`src/rtl/countdown_display.sv`:
```
// ============================================================================
// Module   : countdown_display
// Purpose  : Two-digit 7-segment countdown display (00..59) with zero-blink.
// Options  : define LEADING_ZERO_BLANK_EN to blank a leading zero tens digit.
// Revision : 1.0 - initial release
// ============================================================================
`default_nettype none

module countdown_display #(
  parameter int CLK_HZ   = 50_000_000,
  parameter int SCAN_HZ  = 1_000,
  parameter int BLINK_HZ = 2
) (
  input  logic       clk,
  input  logic       reset,
  input  logic [5:0] seconds_in,
  input  logic       load,
  output logic [6:0] seg_n,
  output logic [1:0] an_n,
  output logic       zero_flag
);

  localparam int SCAN_DIV  = CLK_HZ / (2 * SCAN_HZ);
  localparam int BLINK_DIV = CLK_HZ / (2 * BLINK_HZ);
  localparam int SCAN_W    = $clog2(SCAN_DIV + 1);
  localparam int BLINK_W   = $clog2(BLINK_DIV + 1);
  localparam logic [SCAN_W-1:0]  SCAN_LAST  = SCAN_W'(SCAN_DIV - 1);
  localparam logic [BLINK_W-1:0] BLINK_LAST = BLINK_W'(BLINK_DIV - 1);

  typedef enum logic {
    ONES = 1'b0,
    TENS = 1'b1
  } digit_t;

  logic [5:0]         value;
  logic [3:0]         tens;
  logic [3:0]         ones;
  logic [SCAN_W-1:0]  scan_cnt;
  logic [BLINK_W-1:0] blink_cnt;
  logic               blink_phase;
  digit_t             digit_sel;
  logic [6:0]         seg_next;
  logic [1:0]         an_next;

  function automatic logic [6:0] decode(input logic [3:0] d);
    case (d)
      4'd0:    decode = 7'h40;
      4'd1:    decode = 7'h79;
      4'd2:    decode = 7'h24;
      4'd3:    decode = 7'h30;
      4'd4:    decode = 7'h19;
      4'd5:    decode = 7'h12;
      4'd6:    decode = 7'h02;
      4'd7:    decode = 7'h78;
      4'd8:    decode = 7'h00;
      4'd9:    decode = 7'h10;
      default: decode = 7'h7F;
    endcase
  endfunction

  // Enable and pattern come from the same select so they always register as a pair.
  always_comb begin
    seg_next = decode(ones);
    an_next  = 2'b10;
    if (digit_sel == TENS) begin
      seg_next = decode(tens);
      an_next  = 2'b01;
`ifdef LEADING_ZERO_BLANK_EN
      if (tens == 4'd0) an_next = 2'b11;
`endif
    end
    if (zero_flag && blink_phase) an_next = 2'b11;
  end

  always_ff @(posedge clk or posedge reset) begin
    if (reset) begin
      value       <= 6'd59;
      tens        <= 4'd5;
      ones        <= 4'd9;
      zero_flag   <= 1'b0;
      scan_cnt    <= '0;
      blink_cnt   <= '0;
      blink_phase <= 1'b0;
      digit_sel   <= ONES;
      an_n        <= 2'b11;
      seg_n       <= 7'h7F;
    end else begin
      if (load) value <= (seconds_in > 6'd59) ? 6'd59 : seconds_in;

      tens      <= 4'(value / 6'd10);
      ones      <= 4'(value % 6'd10);
      zero_flag <= (value == 6'd0);

      if (scan_cnt == SCAN_LAST) begin
        scan_cnt  <= '0;
        digit_sel <= (digit_sel == ONES) ? TENS : ONES;
      end else begin
        scan_cnt <= scan_cnt + 1'b1;
      end

      if (blink_cnt == BLINK_LAST) begin
        blink_cnt   <= '0;
        blink_phase <= ~blink_phase;
      end else begin
        blink_cnt <= blink_cnt + 1'b1;
      end

      seg_n <= seg_next;
      an_n  <= an_next;
    end
  end

endmodule

`default_nettype wire

```
`config.mk`:
```
export PLATFORM = sky130hd
export DESIGN_NAME = countdown_display
export DESIGN_NICKNAME = d
export VERILOG_FILES = /design/src/rtl/countdown_display.sv
export SDC_FILE = /design/constraint.sdc
export NUM_CORES = 1
export LEC_CHECK = 0
export ABC_AREA = 0
export ABC_CLOCK_PERIOD_IN_PS = 3500
export BUFFER_PORTS_ARGS = -buffer_cell sky130_fd_sc_hd__buf_2
export CORE_ASPECT_RATIO = 1.75
export CORE_MARGIN = 1.5
export CORE_UTILIZATION = 24
export CTS_BUF_LIST = sky130_fd_sc_hd__clkbuf_16
export DETAILED_ROUTE_END_ITERATION = 7
export MAX_ROUTING_LAYER = met4
export SLEW_MARGIN = 10
export SYNTH_ARGS = -nofsm -noshare
export SYNTH_HDL_FRONTEND = slang
export SYNTH_SLANG_ARGS = --single-unit
```
`constraint.sdc`:
```
create_clock -name clk -period 3.5 [get_ports clk]
set_clock_uncertainty 0.15 [all_clocks]
set_input_delay 0.7 -clock clk [delete_from_list [all_inputs] [get_ports clk]]
set_output_delay 0.7 -clock clk [all_outputs]
set_load 0.005 [all_outputs]
```
# Yosys cells after proc, flatten, opt, wreduce, memory -nomap -nowiden
# Memories as Yosys holds them, arrays and structs flattened.
# Cells that the tools add are included.
[totals]
reg_bits = 65
latchBits = 0
ramBits = 0
mem_bits_ro = 224
inputBits = 9
output_inout_bits = 10
elab_cells = 29
mem_count = 2
[classes]
n_addsub = 2
n_mul = 0
div_mod_pow = 2
magnitude_cmp = 1
eq_ne = 2
shifts = 0
muxes = 7
n_bitwise = 1
n_reduce_logical = 2
[memory_table]
columns = ["name", "words", "width", "rd", "rd_clocked_by_memory_dff", "wr", "line_no", "text"]
rows = [
  ["(no name shown)", 16, 7, 1, 0, 0, "46", "case (d)"],
  ["(no name shown)", 16, 7, 1, 0, 0, "46", ""],
]
[ops]
columns = ["op", "n"]
rows = [
  ["adder 24 x 1 -> 24 bit (second input constant)", 1],
  ["equality test 24 bit (second input constant)", 1],
  ["two-way mux 24 bit", 1],
  ["adder 15 x 1 -> 15 bit (second input constant)", 1],
  ["equality test 15 bit (second input constant)", 1],
  ["two-way mux 15 bit", 1],
  ["two-way mux 7 bit", 1],
  ["divider 6 x 4 -> 6 bit (second input constant)", 1],
  ["greater-than comparator 6 bit (second input constant)", 1],
  ["zero test 6 bit", 1],
  ["remainder unit 6 x 4 -> 6 bit (second input constant)", 1],
  ["two-way mux 6 bit", 1],
  ["two-way mux 2 bit", 2],
  ["logical AND 1 bit", 1],
  ["two-way mux 1 bit", 1],
  ["NOT 1 bit", 1],
]

# Logic depth before layout (Yosys ltp)
[depth]
ltp_word = 2
depth_mapped = 8
mapped_depth_nobuf = 7

# Worst setup path after synthesis
# Ideal clock, no wire load.
[synth_path]
path_type = "reg2reg"
from = "register value[5]"
to = "register ones[3]"
arrival_time_ns = 1.994
setup_slack_ns = 1.271
stages_incl_launch_ff = 8
path_buffers = 1
path_cell_list = "dfstp_2 -> clkbuf_1 -> nor2b_1 -> o2bb2ai_1 -> xnor2_1 -> ha_1 -> or4_1 -> o2111ai_1"
[synth_between]
elab_chain_len = 1
[synth_lines]
columns = ["item", "line_no", "text"]
rows = [
  ["start, declared", "35", "logic [5:0] value;"],
  ["start signal, assigned", "88", "if (load) value <= (seconds_in > 6'd59) ? 6'd59 : seconds_in;"],
  ["remainder unit 6 x 4 -> 6 bit", "91", "ones <= 4'(value % 6'd10);"],
  ["end signal, assigned", "91", ""],
  ["end, declared", "37", "logic [3:0] ones;"],
]
# Every way passes these cells.
# A chain may end at the register's enable or synchronous reset.

# Worst setup path after layout
[layout_path]
from = "register blink_cnt[5]"
to = "register blink_cnt[11]"
[layout_between]
elab_chain_len = 2
word_cells_on_any_way = 3
classes_between = "add/sub: 1; eq/ne: 1; mux: 1"
[layout_lines]
columns = ["item", "line_no", "text"]
rows = [
  ["start, declared", "39", "logic [BLINK_W-1:0] blink_cnt;"],
  ["start signal, assigned", "105", "blink_cnt <= blink_cnt + 1'b1;"],
  ["adder 24 x 1 -> 24 bit / equality test 24 bit (equally long branches)", "105, 101", ""],
  ["two-way mux 24 bit *", "101", "if (blink_cnt == BLINK_LAST) begin"],
]
# Every way passes the cells marked *; elsewhere a longest branch is shown, timed or not.

==> qor.yml <==
status: "completed"
detail-route-antenna-nets: 0
ys.flop_type: "dfrtp_1"
drt_first_pass_iters: 4
worst_ep_required_time_ns: 3.52
core-area_sq_um: 13500
p_sw_uw: 501
cp-end-kind: "flip-flop"
synth_edf_count: 0
p_clk_frac: 0.443
ctsHtreeMaxLevel: 3
fin_crit_ns: 2.31
die_h_um: 159
ios: 19
nets: 364
max_freq_ghz: 0.434
numCtsBuffers: 9
synth_cells: 327
cts_hold_buffers: 0
cp_max_fo: 14
grt_max_degree: 65
hold_viol_final: 0
drcViolationCount: 0
p_sw_frac: 0.242
antenna_found_initial: 0
synth_area_sq_um: 3320
worstHoldPathCells: 0
report.final.slew_viol_count: 0
yosys-top-cells-count: "dfrtp_1, nand2_1, nor2_1"
clock_sinks: 64
postCtsSetupBuffers: 0
drt-total-wl_mm: 6.34
cp-start-kind: "flip-flop"
slew_headroom: 0.341
async_reset_ff_frac: 1.00
dp_hpwl_mm: 4.53
ir_drop_mv: 0.332
place_area_sq_um: 3560
ys_seq_elements: 64
postCtsResizedCells: 0
synth_most_common_cell: "dfrtp_1"
cts.clk_slew.worst_paths_ns: 0.05
p_leak_nw: 1.61
hp-start: "value[0]"
clock_path_buffers: 2
r2r_cells: 4
pwr_density_cell_nw_per_um2: 536
cts-root-buf: "clkbuf_16"
grt_pass1_vias: 2429
drive_gt1_frac: 0.162
grt_first_pass_wirelength_mm: 11.3
setup_tns_ns: 0
viasPerCell: 4.62
wl_per_cell_um: 12.2
die_w_um: 92.0
synth_top_area_frac: 0.346
ys_seq_area_frac: 0.489
portBuffers: 18
finalCritPeriodShare: 0.659
grt_overflow_total: 0
cap_violations: 0
avgSynthCellArea_sq_um: 10.2
regToRegSetupSlack_ns: 1.19
grt_setup_unrepaired: "false"
fp-row-count: 56
diodes: 0
drtIter0Drc: 129
tightest_slew_ns: 0.983
arrival_ns: 2.33
place_congestion: 0.808
combPwrFrac: 0.121
vias: 2402
setup_viol: 0
syn2layout_area_growth_pct: 16.1
p_int_mw: 1.57
clk_latency_ns: 0.33
pwr-share-seq: 0.436
synth_cell_types: 46
yosysTopAreaCell: "dfrtp_1"
grt_usage: 0.101
synth_top_cells_by_area: "dfrtp_1, dfstp_2, ha_1, xnor2_1, xor2_1"
cts_tree: "built"
reg2reg_from: "blink_cnt[5]"
whs_endpoint: "ones[0]"
hold_class: "flip-flop to flip-flop"
synth_nets: 349
initial_core_util: 0.247
crit_type: "flip-flop to flip-flop"
ys.warnings.count: 0
fp.dieArea_sq_um: 14600
design_area_sq_um: 3860
r2r_end: "blink_cnt[11]"
-- worst max path at each step --
stage | end | start | slack (ns) | cells past startpoint
global placement | blink_cnt[11] | blink_cnt[8] | 1.22 | 4
finish | blink_cnt[11] | blink_cnt[5] | 1.19 | 4
global route | blink_cnt[11] | blink_cnt[5] | 1.03 | 4
detailed placement | blink_cnt[11] | blink_cnt[5] | 1.22 | 4
CTS | blink_cnt[11] | blink_cnt[5] | 1.21 | 4
floorplan | blink_cnt[0] | reset | 1.08 | 1
-- logic make-up after synthesis --
logic type,after synthesis,synth area share
buf+inv,30,0.0414
simple gates,133,0.223
flops,64,0.489
fa+ha+maj,13,0.0489
xor+xnor,30,0.0790
mux,9,0.0286
compound gates,48,0.0903
-- power groups by stage --
| stage | combinational [mW] | sequential [mW] | clock, mW |
|---|---|---|---|
| global route | 0.290 | 0.914 | 0.970 |
| global placement | 0.246 | 0.915 | 0 |
| CTS | 0.255 | 0.904 | 0.934 |
| finish | 0.250 | 0.902 | 0.917 |
| floorplan | 0.197 | 0.882 | 0 |
| detailed placement | 0.255 | 0.916 | 0 |
-- flip-flops by register name, summed over array words and instances (netlist names) --
name / count
digit_sel: 1
seg_n: 7
zero_flag: 1
blink_cnt: 24
blink_phase: 1
an_n: 2
value: 6
scan_cnt: 15
ones: 4
tens: 3
-- routing by layer --
metal	GRT usage	vias up	routed length, um
met2	0.164	33	3250
met3	0.0344	12	232
met5	-	-	0
met4	0.0505	0	140
met1	0.110	1174	2720
li1	-	1183	-
-- layout make-up --
cell class	count	area (sq um)
fillers	1432	9590
flip-flops and latches	64	1620
multi-input cells	233	1560
clock buffers	9	225
well taps	174	218
repair buffers	19	97.6
clock inverters	6	75.1
inverters	15	56.3
-- critical path, stage by stage (launching register included) --
cell and delay, ns:
dfrtp_1 0.45, nor4_1 0.35, nand4b_1 0.21, nor3_2 0.83
o31ai_1 0.17
-- through the flow --
stage          hold slack [ns]  std cells  setup slack, ns   util  total power, mW
2_1_floorplan            0.211        327             1.08      -             1.08
3_3_place_gp             0.226        505             1.22  0.265             1.16
3_5_place_dp             0.228        505             1.22  0.265             1.17
4_1_cts                  0.237        520             1.21  0.287             2.09
5_1_grt                  0.242        520             1.03  0.287             2.17
6_report                 0.235        520             1.19  0.287             2.07
-- layout by cell type (no fill, tap or decap), types with 8 or more instances in the layout --
cell       instances
o21ai_0           13
nand2_1           30
inv_1             14
ha_1              13
xnor2_1           17
xor2_1            13
buf_2             18
dfrtp_1           46
clkbuf_16          9
nor2_1            24
o31ai_1            8
nand4_1            8
nand2b_1           8
nand3_1           17
a21oi_1           11
dfstp_2           18
Power figures use the tool's default switching activity.
